File: src/rtl/dmem_arbiter.sv
// Two-port arbiter for a single-port synchronous data memory, one transaction in flight.
// Define DMEM_ARB_FIXED_PRIO_EN for fixed port-0 priority; default is round-robin.
module dmem_arbiter #(
  parameter int ADDR_W  = 32,
  parameter int DATA_W  = 32,
  parameter int MEM_LAT = 2
) (
  input  logic              clk,
  input  logic              reset,
  input  logic              p0_valid,
  output logic              p0_ready,
  input  logic              p0_we,
  input  logic [ADDR_W-1:0] p0_addr,
  input  logic [DATA_W-1:0] p0_wdata,
  output logic              p0_rsp_valid,
  output logic [DATA_W-1:0] p0_rsp_rdata,
  output logic              p0_rsp_err,
  input  logic              p1_valid,
  output logic              p1_ready,
  input  logic              p1_we,
  input  logic [ADDR_W-1:0] p1_addr,
  input  logic [DATA_W-1:0] p1_wdata,
  output logic              p1_rsp_valid,
  output logic [DATA_W-1:0] p1_rsp_rdata,
  output logic              p1_rsp_err,
  output logic              mem_en,
  output logic              mem_we,
  output logic [ADDR_W-3:0] mem_addr,
  output logic [DATA_W-1:0] mem_wdata,
  input  logic [DATA_W-1:0] mem_rdata
);

  typedef enum logic [1:0] {IDLE, ISSUE, WAIT, RESP} state_t;

`ifdef DMEM_ARB_FIXED_PRIO_EN
  localparam bit ROUND_ROBIN = 1'b0;
`else
  localparam bit ROUND_ROBIN = 1'b1;
`endif

  state_t              state;
  logic                last_grant;
  logic                owner;
  logic                we_q;
  logic [3:0]          cnt;

  logic                any_valid;
  logic                grant;
  logic                accept;
  logic                req_we;
  logic [ADDR_W-1:0]   req_addr;
  logic [DATA_W-1:0]   req_wdata;
  logic                misaligned;
  logic                rsp_fire;
  logic                rsp_port;
  logic [DATA_W-1:0]   rsp_data;
  logic                rsp_err;

  // Grant selection: a lone requester wins; a tie goes to the port not served last.
  always_comb begin
    any_valid = p0_valid | p1_valid;
    grant     = 1'b0;
    if (p0_valid && p1_valid) begin
      grant = ROUND_ROBIN ? ~last_grant : 1'b0;
    end else if (p1_valid) begin
      grant = 1'b1;
    end
  end

  assign p0_ready = (state == IDLE) && any_valid && !grant;
  assign p1_ready = (state == IDLE) && any_valid && grant;
  assign accept   = p0_ready | p1_ready;

  assign req_we     = grant ? p1_we    : p0_we;
  assign req_addr   = grant ? p1_addr  : p0_addr;
  assign req_wdata  = grant ? p1_wdata : p0_wdata;
  assign misaligned = (req_addr[1:0] != 2'b00);

  // A response is produced either straight from IDLE (misaligned) or at the end of WAIT.
  always_comb begin
    rsp_fire = 1'b0;
    rsp_port = owner;
    rsp_data = '0;
    rsp_err  = 1'b0;
    if (state == IDLE && accept && misaligned) begin
      rsp_fire = 1'b1;
      rsp_port = grant;
      rsp_err  = 1'b1;
    end else if (state == WAIT && cnt == 4'd1) begin
      rsp_fire = 1'b1;
      rsp_data = we_q ? '0 : mem_rdata;
    end
  end

  always_ff @(posedge clk or negedge reset) begin
    if (!reset) begin
      state        <= IDLE;
      last_grant   <= 1'b1;
      owner        <= 1'b0;
      we_q         <= 1'b0;
      cnt          <= '0;
      mem_en       <= 1'b0;
      mem_we       <= 1'b0;
      mem_addr     <= '0;
      mem_wdata    <= '0;
      p0_rsp_valid <= 1'b0;
      p0_rsp_rdata <= '0;
      p0_rsp_err   <= 1'b0;
      p1_rsp_valid <= 1'b0;
      p1_rsp_rdata <= '0;
      p1_rsp_err   <= 1'b0;
    end else begin
      mem_en       <= 1'b0;
      mem_we       <= 1'b0;
      p0_rsp_valid <= 1'b0;
      p1_rsp_valid <= 1'b0;
      case (state)
        IDLE: begin
          if (accept) begin
            owner      <= grant;
            last_grant <= grant;
            we_q       <= req_we;
            if (misaligned) begin
              state <= RESP;
            end else begin
              state     <= ISSUE;
              mem_en    <= 1'b1;
              mem_we    <= req_we;
              mem_addr  <= req_addr[ADDR_W-1:2];
              mem_wdata <= req_wdata;
            end
          end
        end
        ISSUE: begin
          cnt   <= MEM_LAT[3:0];
          state <= WAIT;
        end
        WAIT: begin
          if (cnt == 4'd1) begin
            state <= RESP;
          end else begin
            cnt <= cnt - 4'd1;
          end
        end
        RESP:    state <= IDLE;
        default: state <= IDLE;
      endcase
      // Only the owner's response registers change, so the other port keeps its last result.
      if (rsp_fire) begin
        if (rsp_port) begin
          p1_rsp_valid <= 1'b1;
          p1_rsp_rdata <= rsp_data;
          p1_rsp_err   <= rsp_err;
        end else begin
          p0_rsp_valid <= 1'b1;
          p0_rsp_rdata <= rsp_data;
          p0_rsp_err   <= rsp_err;
        end
      end
    end
  end

endmodule
File: config.mk
export PLATFORM = sky130hd
export DESIGN_NAME = dmem_arbiter
export DESIGN_NICKNAME = d
export VERILOG_FILES = /design/src/rtl/dmem_arbiter.sv
export SDC_FILE = /design/constraint.sdc
export NUM_CORES = 1
export LEC_CHECK = 0
export CAP_MARGIN = 10
export CORE_MARGIN = 1
export CORE_UTILIZATION = 31
export DETAILED_ROUTE_END_ITERATION = 6
export PLACE_DENSITY = 0.66
export RECOVER_POWER = 100
export SLEW_MARGIN = 25
export SYNTH_ARGS = -nofsm -noshare
export SYNTH_HDL_FRONTEND = slang
export SYNTH_SLANG_ARGS = --single-unit
File: constraint.sdc
create_clock -name clk -period 5.1 [get_ports clk]
set_clock_uncertainty 0.2 [all_clocks]
set_input_delay 1.02 -clock clk [delete_from_list [all_inputs] [get_ports clk]]
set_output_delay 1.02 -clock clk [all_outputs]
set_load 0.03 [all_outputs]
==> results of run 1 <==
[cells in the final DEF, fill, tap and decap left out, drive strengths merged, types with 2 or more instances in the layout]
cell and n:
a211o 8, a211oi 2, a21o 3, a21oi 39, a221o 25, a22o 33, and3 7, buf 8
bufinv 3, clkbuf 26, clkdlybuf4s50 163, clkinv 3, clkinvlp 2, dfrtp 140, dlygate4sd3 135, ha 4
inv 12, mux2i 63, nand2 41, nor2 7, nor2b 2, nor3 2, nor3b 2, o211ai 2
o21ai 128
[synth_stat cells (all sizes together), types with 2 or more instances]
library cell / n
dfrtp: 140
o21ai: 128
mux2i: 63
nand2: 41
a21oi: 39
a22o: 33
clkbuf: 31
a221o: 25
buf: 22
a211o: 8
and3: 7
inv: 7
nor2: 7
ha: 4
a21o: 3
a211oi: 2
nor2b: 2
nor3: 2
nor3b: 2
o211ai: 2
[per-layer routing]
metal / wire [um] / GRT usage / share of wire
met5: 0 / 0 / 0
met4: 207 / 0.0484 / 0.0098
met3: 1680 / 0.0646 / 0.079
met2: 10000 / 0.328 / 0.47
met1: 9250 / 0.268 / 0.44
[area by class of cell]
cell class	instances	area [um2]
Clock inverter	13	180
Inverter	7	26.3
Clock buffer	19	453
Tap cell	270	338
Fill cell	1864	10000
Sequential cell	141	3530
Multi-Input combinational cell	384	2620
Timing Repair Buffer	313	3070
[state kept, by name, indices dropped and copies added, names as in the netlist, 2 cells and up]
signal        cells
state             2
p1_rsp_rdata     32
mem_wdata        32
p0_rsp_rdata     32
mem_addr         30
cnt               4
[kinds of logic (layout without fill, tap and decap cells)]
kind of cell,Yosys count,in the layout,synth area share
flops,141,141,0.553
simple gates,66,66,0.0467
mux,64,64,0.102
compound gates,250,250,0.249
fa+ha+maj,4,4,0.00784
buf+inv,60,352,0.0418
[worst paths after layout]
| check | to | slack (ps) | depth (start not counted) |
|---|---|---|---|
| setup / recovery | p1_rsp_rdata[1] | 760 | 7 |
| hold / removal | p1_rsp_rdata[3] | 300 | 1 |
| setup reg to reg | p1_rsp_rdata[1] | 1400 | 8 |
| hold reg to reg | p1_rsp_rdata[3] | 300 | 1 |
| max in group asynchronous | mem_wdata[4] | 1170 | 2 |
| min in group asynchronous | p0_rsp_rdata[23] | 990 | 1 |
[power breakdown]
group	internal, W	switching (W)	total (W)	leakage [nW]
Combinational	0.00119	0.00183	0.00302	2.52
Clock	0.000810	0.000517	0.00133	0.305
Sequential	0.00160	0.000256	0.00186	1.74
Total	0.00360	0.00260	0.00620	4.57
[stage by stage]
step	hold slack [ps]	instance area, um2	power, W
after detailed placement	292	9640	0.00512
after floorplan	272	6380	0.00371
after global routing	325	10200	0.00658
after global placement	285	9640	0.00506
after CTS	306	10300	0.00649
final	297	10200	0.00620
==> flow_summary.ini, run 1 <==
[sta]
setup_viol = 0
fin_crit_sh = 0.851
tightest_slew_ps = 2060
hold_viol = 0
fin_crit_ps = 4340
finalSetupTns_ps = 0
rsz0062_at_grt = false
fin_ws_ps = 762
max_freq_mhz = 230
max-slew-margin-rel = -0.375
maxSlewViolCount = 220

[drt]
via_per_inst = 5.11
final_antenna_net_count = 0
drt-initial-drc-count = 212
avgRoutedWirePerCell_um = 18.4
dr.pass1.iters = 4
wl_um = 21200
vias = 5856
drc = 0

[global_route]
grt.total_usage = 0.204
overflow = 0
grt_start_max_net_pins = 81
antenna_found_initial = 0
grt_pass1_wl_um = 33700
grt_pass1_vias = 5834

[worst_setup_path]
critPathTopFamily = buffers and inverters
cp-start-kind = input pin
critPathKind = input pin to flip-flop
cp_slowest_cell = clkbuf_1
startpoint = p0_valid
end_kind = flip-flop
max_stage_delay_ps = 1290
required_ps = 5240
cp.arrival_ps = 4480
cp_cell_sequence = dlygate4sd3_1 > o21ai_0 > buf_4 > o2bb2ai_1 > a211o_1 > clkbuf_1 > a22o_1
worstPathMaxFanout = 68
r2r-start = state[0]
worst-path-buf-inv = 3

[floorplanning]
dieArea_mm2 = 0.0212
num_rows = 52
die_w_um = 145
core_area_mm2 = 0.0202
io_pins = 300
start_util = 0.315
chipHeight_um = 145

[final_layout]
utilization = 0.505
final_net_count = 1034
drive_above_1_share = 0.0616
antennaDiodeCount = 0
instances_no_fill = 1147
layout-area-overhead-vs-synth_pct = 60.1

[synthesis]
synth_top_area_cell = dfrtp_1
synth_seq_area_share = 0.553
synth_area_mm2 = 0.00638
synth_cell_type_count = 42
synth_ff_type = dfrtp_1
synth_edf_count = 0
synthArstFlopShare = 1.00
ys_seq_elements = 141
avgSynthCellArea_um2 = 10.9
ys.warnings.count = 0
synth.top_cell.area_share = 0.549
synth_cells = 585
syn-num-nets = 755
synth_area_leaders = dfrtp_1 (55%), mux2i_1 (9.7%), o21ai_0 (8.2%)

[clock_tree]
clock-root-buffer = clkbuf_16
cts_tree = yes
clk_pin_slew_worst_paths_ps = 60
cts_setup_buffers = 0
clock_sinks = 141
hold_buffers = 0
cts-htree-levels = 4
clkLatencyLatePin_ps = 410
clock_path_buffers = 2
cts-resized-gates = 0
cts_made_buffers = 17

[outcome]
violations = capacitance limit, slew limit
outcome = complete, but fails checks

[placement]
gp_congestion = 0.753
numPlacedInstances = 1115
dpl_worst_slack_ps = 833
port_buffers = 299
dpl.hpwl_um = 14600

[power]
irDropWorstVdd_mv = 0.207
power.density_mw_per_mm2 = 607
leakagePower_nw = 4.57

[min_path]
worstHoldPathType = flip-flop to flip-flop
hp-start = p1_rsp_rdata[3]

[job]
drv_cap = 5
(Power assumes the default switching activity.)
==> run 2, diff against run 1 <==
CELL_PAD_IN_SITES_DETAIL_PLACEMENT = 0   (was default)
CELL_PAD_IN_SITES_GLOBAL_PLACEMENT = 1   (was default)
CORE_ASPECT_RATIO = 1.2   (was default)
GPL_ROUTABILITY_DRIVEN = 0   (was default)
PLACE_DENSITY = 0.84   (was 0.66)
==> run 2 against run 1 <==
Against the previous run: the flow still finishes with violations (capacitance limit, slew limit); hold slack worse by 0.50 ps; global-route usage down 0.52 points; critical path type is now input pin to output port; total power decreased by 1.7%; clock-buffer cell count is 1 lower; first-iteration DRC count up 35%; highest routed layer unchanged; worst setup slack gained 93 ps; cell area decreased by 0.56%; fmax grew 2.2%; critical endpoint is now p0_ready; die area barely moved; sequential power about the same; clock power fell by 7%.
==> flow_summary.ini, run 2 (synthesis gave the netlist of run 1 again) <==
[outcome]
outcome = complete, but fails checks
violations = capacitance limit, slew limit

[floorplanning]
dieArea_mm2 = 0.0212
start_util = 0.316
die_w_um = 133
io_pins = 300
num_rows = 57
core_area_mm2 = 0.0202
chipHeight_um = 159

[min_path]
min_to = p1_rsp_rdata[19]
hold_depth = 1
hp-start = p1_rsp_rdata[19]
worstHoldPathType = flip-flop to flip-flop

[global_route]
grt.total_usage = 0.199
overflow = 0
antenna_found_initial = 0
grt_pass1_wl_um = 32900
grt_pass1_vias = 5849
grt_start_max_net_pins = 69

[final_layout]
final_common_cell = clkdlybuf4s50_1
multi_input_comb_area_mm2 = 0.00262
instances_no_fill = 1140
final_cell_mix = clkdlybuf4s50_1 (163), dfrtp_1 (140), dlygate4sd3_1 (135), o21ai_0 (125), mux2i_1 (63)
drive_above_1_share = 0.0583
antennaDiodeCount = 0
layout-area-overhead-vs-synth_pct = 59.2
nFillCells = 1890
final_net_count = 1032
top_regs = mem_wdata (32), p0_rsp_rdata (32), p1_rsp_rdata (32)
seq_area_mm2 = 0.00353

[sta]
rsz0062_at_grt = false
max_freq_mhz = 236
fin_crit_ps = 4250
hold_viol = 0
maxSlewViolCount = 132
tightest_slew_ps = 2980
finalSetupTns_ps = 0
setup_viol = 0
fin_crit_sh = 0.832
max-slew-margin-rel = -0.987
holdWs_ps = 297

[worst_setup_path]
ff2ff_path_depth = 6
required_ps = 3880
cp.arrival_ps = 3030
critPathKind = input pin to output port
worstReg2RegEnd = p1_rsp_rdata[2]
end_kind = output port
worstPathMaxFanout = 4
r2r-start = last_grant
cp-start-kind = input pin
reg2reg_slack_ps = 1750

[power]
power.share.clock = 0.203
irDropWorstVdd_mv = 0.300
power.density_mw_per_mm2 = 600
power.switching_w = 0.00258
pwr-share-seq = 0.305
combPwrFrac = 0.492
p_int_w = 0.00352
leakagePower_nw = 4.54
swShare = 0.423

[drt]
final_antenna_net_count = 0
drc = 0
avgRoutedWirePerCell_um = 17.9
drt-initial-drc-count = 287
dr.pass1.iters = 4
vias = 5809
via_per_inst = 5.10
wl_um = 20400

[clock_tree]
clk_pin_slew_worst_paths_ps = 60
clock_path_buffers = 2
cts_setup_buffers = 0
hold_buffers = 0
clkLatencyLatePin_ps = 410
cts-resized-gates = 0
cts-htree-levels = 4
clock_sinks = 141
cts_made_buffers = 17
clock-root-buffer = clkbuf_16
cts_tree = yes

[job]
drv_cap = 3

[placement]
dpl.hpwl_um = 14300
port_buffers = 299
numPlacedInstances = 1108
-- run 2: changes by cell type in the layout (fill, tap and decap cells not counted), sizes merged --
cell      previous run  this run
inv                 12        11
clkinvlp             2         1
clkbuf              26        23
bufinv               3         2
clkinv               3         7
-- run 2: metrics by stage --
stage | cell area (um2) | power (W) | setup WS [ps] | utilization
floorplan | 6380 | 0.00371 | 1960 | -
global placement | 9620 | 0.00505 | 868 | 0.477
detailed placement | 9620 | 0.00511 | 877 | 0.477
CTS | 10200 | 0.00638 | 861 | 0.506
global route | 10200 | 0.00649 | 410 | 0.504
finish | 10200 | 0.00610 | 855 | 0.504
-- run 2: worst max path at each step --
stage          cells after the start  slack (ps)             to     start
2_1_floorplan                      4        1960       p0_ready  p1_valid
3_5_place_dp                       4         880       p0_ready  p0_valid
3_3_place_gp                       4         870       p0_ready  p0_valid
5_1_grt                            2         410  mem_wdata[21]     reset
6_report                           4         850       p0_ready  p0_valid
4_1_cts                            4         860       p0_ready  p0_valid
-- run 2: per-layer routing --
layer  global-route usage  up-vias  share of wire
met5                    0        -              0
met4               0.0408        0         0.0057
met3               0.0707        8          0.087
met2                0.324      241           0.49
met1                0.254     2829           0.42
li1                     -     2731              -
-- run 2: layout make-up --
class,instances,share of cell area
Multi-Input combinational cell,384,0.258
Timing Repair Buffer,311,0.302
Inverter,7,0.00259
Clock buffer,18,0.0422
Tap cell,265,0.0326
Sequential cell,141,0.347
Clock inverter,14,0.0156
-- run 2: critical path: stages --
cell and delay [ps]:
dlygate4sd3_1 660, o21ai_0 150, nor2_1 370, dlygate4sd3_1 820
-- run 2: power by group through the flow --
stage	logic, W	registers, W	clock network, W
floorplan	0.000981	0.00273	0
global placement	0.00318	0.00187	0
detailed placement	0.00321	0.00189	0
CTS	0.00322	0.00188	0.00127
global route	0.00324	0.00193	0.00133
finish	0.00300	0.00186	0.00124
==> run 3, diff against run 2 <==
clock period = 4.1 ns   (was 5.1 ns; I/O delays follow)
==> run 3 against run 2 <==
Against the previous run: the flow still finishes with violations (capacitance limit, slew limit); sequential cell count stayed put; largest power group unchanged; total power rose by 26%; register-to-register slack got worse by 980 ps; critical path type unchanged; via count shrank 0.36%; clock-buffer cell count up 2; highest routed layer unchanged.
==> flow_summary.ini, run 3 (synthesis gave the netlist of run 1 again) <==
[worst_setup_path]
critPathKind = input pin to output port
required_ps = 3080
worstPathMaxFanout = 4
cp.arrival_ps = 2680
ff2ff_path_depth = 7
cp-start-kind = input pin
startpoint = p0_valid
r2r-start = state[1]
end_kind = output port

[clock_tree]
clock_path_buffers = 2
clkLatencyLatePin_ps = 410
cts_made_buffers = 17
clk_pin_slew_worst_paths_ps = 60
hold_buffers = 0
cts_tree = yes
cts_setup_buffers = 0
cts-htree-levels = 4
cts-resized-gates = 0
clock-root-buffer = clkbuf_16
clock_sinks = 141

[power]
irDropWorstVdd_mv = 0.331
power.density_mw_per_mm2 = 753
leakagePower_nw = 4.58

[final_layout]
drive_above_1_share = 0.0605
final_cell_mix = clkdlybuf4s50_1 (163), dfrtp_1 (140), dlygate4sd3_1 (135), o21ai_0 (127), mux2i_1 (63)
final_net_count = 1035
top_regs = mem_wdata (32), p0_rsp_rdata (32), p1_rsp_rdata (32)
final_common_cell = clkdlybuf4s50_1
layout-area-overhead-vs-synth_pct = 59.9
antennaDiodeCount = 0

[global_route]
overflow = 0
grt_pass1_wl_um = 33000
grt.total_usage = 0.200
grt_start_max_net_pins = 80
antenna_found_initial = 0
grt_pass1_vias = 5843

[sta]
setup_viol = 0
max_freq_mhz = 270
holdWs_ps = 295
hold_viol = 0
maxSlewViolCount = 133
max-slew-margin-rel = -0.357
finalSetupTns_ps = 0
fin_crit_ps = 3700
tightest_slew_ps = 2040
rsz0062_at_grt = false
fin_crit_sh = 0.903

[job]
drv_cap = 2

[drt]
dr.pass1.iters = 4
via_per_inst = 5.07
vias = 5788
final_antenna_net_count = 0
wl_um = 20500
drc = 0
avgRoutedWirePerCell_um = 18.0
drt-initial-drc-count = 284

[floorplanning]
io_pins = 300
chipHeight_um = 159
num_rows = 57
die_w_um = 133
dieArea_mm2 = 0.0212
start_util = 0.316
core_area_mm2 = 0.0202

[min_path]
worstHoldPathType = flip-flop to flip-flop
hp-start = p1_rsp_rdata[21]
hold_depth = 1

[outcome]
outcome = complete, but fails checks
violations = capacitance limit, slew limit

[placement]
port_buffers = 299
dpl.hpwl_um = 14400
run 3: cell type report:
class | instances | area (um2)
fill | 1866 | 9980
timing repair buffer | 314 | 3090
clock buffer | 20 | 457
tap | 265 | 332
clock inverter | 10 | 164
inverter | 7 | 26.3
multi-input combinational | 384 | 2610
sequential | 141 | 3530
run 3: critical path: stages:
cell	delay [ps]
dlygate4sd3_1	620
a21boi_4	200
and2_1	230
dlygate4sd3_1	810
run 3: worst paths after layout:
| check | end | slack [ps] |
|---|---|---|
| worst max register to register | p0_rsp_rdata[20] | 770 |
| max in group asynchronous | mem_addr[6] | 1710 |
| worst min register to register | p1_rsp_rdata[21] | 290 |
| min in group asynchronous | p1_rsp_rdata[19] | 770 |
| worst max-delay path | p1_ready | 400 |
| worst min-delay path | p1_rsp_rdata[21] | 290 |
run 3: through the flow:
stage          cells  utilization  power [W]  worst slack, ps  instance area (um2)
2_1_floorplan    585            -    0.00462             1360                 6380
3_3_place_gp    1111        0.478    0.00629              498                 9660
3_5_place_dp    1111        0.478    0.00635              465                 9660
4_1_cts         1141        0.509    0.00803              455                10300
5_1_grt         1141        0.506    0.00816              277                10200
6_report        1141        0.506    0.00769              399                10200
run 3: layer usage:
layer | global-route usage | up-vias | share of wire
li1 | - | 2737 | -
met1 | 0.254 | 2800 | 0.42
met2 | 0.332 | 239 | 0.49
met3 | 0.0599 | 12 | 0.085
met4 | 0.0517 | 0 | 0.0079
met5 | 0 | - | 0
run 3: report_power, final:
part | internal [W] | switching, W | leakage (nW)
clock network | 0.00105 | 0.000589 | 0.302
logic | 0.00149 | 0.00225 | 2.54
registers | 0.00199 | 0.000317 | 1.74
==> RTL edit 1, RTL diff (flow settings as in run 3) <==
The localparam `ROUND_ROBIN` goes from 1'b1 to 1'b0.
--- a/src/rtl/dmem_arbiter.sv
+++ b/src/rtl/dmem_arbiter.sv
@@ -35,7 +35,7 @@
 `ifdef DMEM_ARB_FIXED_PRIO_EN
   localparam bit ROUND_ROBIN = 1'b0;
 `else
-  localparam bit ROUND_ROBIN = 1'b1;
+  localparam bit ROUND_ROBIN = 1'b0;
 `endif
 
   state_t              state;
Formal check against the unedited RTL: not equivalent (a bounded check fails within 4 cycles, from zero or initial values and one cycle with reset low).
==> RTL edit 1 against run 3 <==
  * The flow still finishes with violations (max-capacitance violations, max-slew violations)
  * Routed wire length shrank 11%
  * Final area shrank 2.3%
  * Synthesized cell count is 27% lower
  * Synthesized area shrank 3.8%
  * Sequential share of layout area grew 0.54 points
  * Setup slack better by 0.046 ns
  * Sequential cell count shrank 1
  * Total power decreased by 14%
  * Via count fell by 17%
  * Critical path type unchanged
==> RTL edit 1: results (changes against run 3) <==
Detailed routing
  • Wire length per cell: 18.1 µm (+0.71%)
  • Met3 wire length: 953 µm (-45%)
  • Drt first pass iters: 5 (+1)
  • DRT iter0 DRCs: 178 (-37%)
  • Vias/cell: 4.76 (-6.2%)
  • Met1 Routed Length: 6890 µm (-20%)
  • WL met2: 9930 µm (-0.25%)

Critical path
  • Largest fanout on the critical path: 7 (+3)
  • Critical path arrival: 2.63 ns (-0.05 ns)

Synthesis
  • Synth top area cells: dfrtp_1 57%, mux2_2 23%, a22o_1 9.4%
  • Synth Area in Adders: 0.815% (+0.031 points)
  • Synth Net Count: 595 (-21%)
  • Most frequent cells after synthesis: 140 x dfrtp_1, 124 x mux2_2, 66 x a22o_1
  • Sequential area share after synthesis: 57.0% (+1.7 points)
  • Post-synthesis compound-gate area fraction: 12.2% (-13 points)
  • Unique masters post-synth: 38 (-9.5%)
  • Post-synthesis mux area share: 22.7% (+13 points)

STA
  • Worst Max-Slew Pin Slew: 1.88 ns (-0.159 ns)
  • Final Max Tran Viols: 74 (-44%)

Clocking
  • CTS root buf: clkbuf_16
  • Maximum buffer depth of the clock tree: 2 (unchanged)

Layout
  • Fraction of layout cells with a size suffix above 1: 23.4% (+17 points)
  • # fillers: 1727 (-7.4%)
  • ANT cells: 0 (unchanged)
  • Top flop regs: mem_wdata (32), p0_rsp_rdata (32), p1_rsp_rdata (32)

Run status
  • Failing checks: max-capacitance violations, max-slew violations
  • Status: finished with violations

Run
  • Max-capacitance violation count: 1 (-1)

Placement
  • Post-DP HPWL: 13800 µm (-4.1%)

Global routing
  • Vias in the first global route: 5185 (-11%)
  • First-pass GRT wire length: 27900 µm (-16%)
  • Global-route usage over all layers: 18.1% (-1.9 points)

Power and ir drop
  • Worst VDD drop: 0.000298 V (-10%)
  • Static Leak: 4.52 nW (-1.4%)
RTL edit 1: final timing paths:
| kind | start | end | slack (ns) | depth (start not counted) |
|---|---|---|---|---|
| setup / recovery | p1_valid | p1_ready | 0.45 | 4 |
| hold / removal | p1_rsp_err | p1_rsp_err | 0.28 | 1 |
| setup reg to reg | state[0] | p0_rsp_rdata[16] | 1.08 | 7 |
| hold reg to reg | p1_rsp_err | p1_rsp_err | 0.28 | 1 |
| max in group asynchronous | reset | p1_rsp_rdata[11] | 1.80 | 2 |
| min in group asynchronous | reset | mem_addr[21] | 0.70 | 1 |
RTL edit 1: power by group:
group / internal [mW] / switching, mW
clock: 0.869 / 0.669
combinational: 1.24 / 1.67
sequential: 1.88 / 0.268
RTL edit 1: layout make-up:
cell class	count	area [µm²]	share of cell area [%]
multi-input combinational	246	2400	24.1
sequential	140	3500	35.1
clock buffer	17	425	4.26
inverter	13	48.8	0.489
tap	261	327	3.27
clock inverter	15	173	1.73
timing repair buffer	312	3100	31.0
RTL edit 1: kinds of logic after synthesis:
kind of cell,count (synthesis)
and+or+nand+nor,31
muxes,124
buffers and inverters,39
adders and majority gates,4
DFF,140
AOI/OAI and AO/OA,87
RTL edit 1: worst max-delay path, stage by stage:
cell and delay (ns):
dlygate4sd3_1 0.67, nand3b_1 0.26, inv_1 0.14, dlygate4sd3_1 0.75
RTL edit 1: per-stage QoR:
step                      hold WS [ns]  worst slack [ns]  total power, mW  std cells  instance area, µm²
final                            0.284             0.445             6.59       1004                9970
after global routing             0.302             0.322             6.92       1004                9970
after CTS                        0.237             0.553             6.88       1004               10000
after detailed placement         0.281             0.562             5.31        972                9430
after global placement           0.273             0.595             5.22        972                9430
after floorplan                  0.292              1.69             3.87        425                6140
RTL edit 1: routing by layer:
| layer | global-route usage [%] | up-vias |
|---|---|---|
| li1 | - | 2199 |
| met1 | 19.7 | 2398 |
| met2 | 33.2 | 159 |
| met3 | 4.39 | 20 |
| met4 | 6.90 | 0 |
| met5 | 0 | - |
==> RTL edit 2, RTL diff (settings of run 3) <==
Without the edit above. Register the output `p1_rsp_err` once more; this adds one clock of latency there. The other outputs are not delayed to match.
--- a/src/rtl/dmem_arbiter.sv
+++ b/src/rtl/dmem_arbiter.sv
@@ -31,6 +31,8 @@
 );
 
   typedef enum logic [1:0] {IDLE, ISSUE, WAIT, RESP} state_t;
+
+  logic p1_rsp_err_s0;
 
 `ifdef DMEM_ARB_FIXED_PRIO_EN
   localparam bit ROUND_ROBIN = 1'b0;
@@ -108,7 +110,7 @@
       p0_rsp_err   <= 1'b0;
       p1_rsp_valid <= 1'b0;
       p1_rsp_rdata <= '0;
-      p1_rsp_err   <= 1'b0;
+      p1_rsp_err_s0 <= 1'b0;
     end else begin
       mem_en       <= 1'b0;
       mem_we       <= 1'b0;
@@ -150,7 +152,7 @@
         if (rsp_port) begin
           p1_rsp_valid <= 1'b1;
           p1_rsp_rdata <= rsp_data;
-          p1_rsp_err   <= rsp_err;
+          p1_rsp_err_s0 <= rsp_err;
         end else begin
           p0_rsp_valid <= 1'b1;
           p0_rsp_rdata <= rsp_data;
@@ -160,4 +162,8 @@
     end
   end
 
+  always_ff @(posedge clk) begin
+    p1_rsp_err <= p1_rsp_err_s0;
+  end
+
 endmodule
Function: changed (a bounded check fails within 4 cycles, from zero or initial values and one cycle with reset low).
==> RTL edit 2 against run 3 <==
  * The flow still finishes with violations (max-capacitance violations, max-slew violations)
  * Sequential share of layout area up 0.36 points
  * Total power is 2.6% lower
  * Register-to-register slack better by 0.38 ns
  * Count of clock-buffer cells in the layout rose by 1
  * Sequential cell count is 1 higher
  * Clock power shrank 13%
  * Setup slack better by 0.18 ns
  * Routed wire length increased by 4.4%
  * Final area decreased by 0.48%
  * Synthesized area increased by 0.31%
  * Non-clock buffer count down 1
  * Critical endpoint unchanged
==> RTL edit 2: results (changes against run 3) <==
Layout
  • Post-layout net count: 1035 (unchanged)
  • Top flop regs: mem_wdata (32), p0_rsp_rdata (32), p1_rsp_rdata (32)
  • Fraction of layout cells with a size suffix above 1: 6.26% (+0.21 points)

Synthesis
  • Unique masters post-synth: 43 (+2.4%)
  • Synth top area cells: dfrtp_1 55%, mux2i_1 9.7%, o21ai_0 8.2%
  • Async set-reset flop share out of synthesis: 99.3% (-0.70 points)
  • Sequential area share after synthesis: 55.4% (+0.14 points)
  • Synth Net Count: 756 (+0.13%)

STA
  • Worst Max-Slew Pin Slew: 1.79 ns (-0.244 ns)
  • Min Hold Slack: 0.185 ns (-0.110 ns)
  • Final Max Tran Viols: 109 (-18%)

Critical path
  • RR Endpoint: p1_rsp_rdata[30]
  • Setup slack, reg-to-reg: 1.15 ns (+0.38 ns)
  • CP peak stage delay: 0.62 ns (-0.19 ns)
  • Critical path arrival: 2.50 ns (-0.18 ns)
  • Largest fanout on the critical path: 10 (+6)

Run
  • Max-capacitance violation count: 2 (unchanged)

Placement
  • Post-DP HPWL: 14800 µm (+2.7%)
  • Instance area at placement: 0.00969 mm² (+0.34%)
  • Pre-CTS WS: 0.651 ns (+0.187 ns)

Global routing
  • Global-route usage over all layers: 20.8% (+0.74 points)
  • First-pass GRT wire length: 34100 µm (+3.3%)
  • Initial antenna violation count: 2 (+2)
  • Largest net degree at the start of global routing: 70 (-13%)

Power and ir drop
  • Static Leak: 4.52 nW (-1.4%)
  • Worst VDD drop: 0.000344 V (+4.1%)

Detailed routing
  • Final wirelength: 21400 µm (+4.4%)
  • Vias: 5857 (+1.2%)
  • DRT iter0 DRCs: 223 (-21%)

Hold path
  • Hold_sp: p1_rsp_err_s0
  • Hold Path Depth: 0 (-1)
  • WHS Endpoint: p1_rsp_err

Run status
  • Failing checks: max-capacitance violations, max-slew violations
  • Status: finished with violations

Clocking
  • CTS root buf: clkbuf_16
[RTL edit 2: changes by cell type after synthesis, sizes merged]
cell / change
dfxtp: +1
buf: -1
clkbuf: +1
[RTL edit 2: cell type report]
| cell class | count | area [µm²] |
|---|---|---|
| fill | 1887 | 10100 |
| sequential | 142 | 3550 |
| timing repair buffer | 313 | 3080 |
| multi-input combinational | 384 | 2640 |
| clock buffer | 21 | 450 |
| tap | 265 | 332 |
| clock inverter | 11 | 85.1 |
| inverter | 7 | 26.3 |
[RTL edit 2: worst max path at each step]
stage / slack, ns / endpoint / depth (start not counted) / start
2_1_floorplan: 1.36 / p0_ready / 4 / p1_valid
3_3_place_gp: 0.69 / mem_wdata[25] / 5 / p1_valid
3_5_place_dp: 0.65 / mem_wdata[25] / 5 / p1_valid
4_1_cts: 0.81 / p1_ready / 4 / p1_valid
5_1_grt: 0.43 / p0_ready / 4 / p0_valid
6_report: 0.58 / p1_ready / 4 / p0_valid
[RTL edit 2: per-layer routing]
metal	vias up	track usage [%]	share of wire (%)
met1	2844	25.7	42
li1	2738	-	-
met2	246	33.4	48
met5	-	0	0.12
met3	25	7.42	8.8
met4	4	7.18	1.8
[RTL edit 2: logic make-up after synthesis]
group,after synthesis,synth area share [%]
multiplexers,64,10.1
adder cells (fa/ha/maj),4,0.782
buffers and inverters,60,4.16
flip-flops,142,55.4
AO/OA/AOI/OAI,250,24.8
AND/OR/NAND/NOR,66,4.65
[RTL edit 2: stage by stage]
stage	instances	utilization (%)
global placement	1111	47.8
floorplan	586	-
global route	1143	50.2
finish	1143	50.2
detailed placement	1111	47.8
CTS	1143	50.5
[RTL edit 2: power breakdown]
part	leakage [nW]	switching [mW]	internal, mW
Clock	0.243	0.620	0.794
Sequential	1.75	0.327	2.00
Combinational	2.53	2.26	1.48
Total	4.52	3.20	4.28
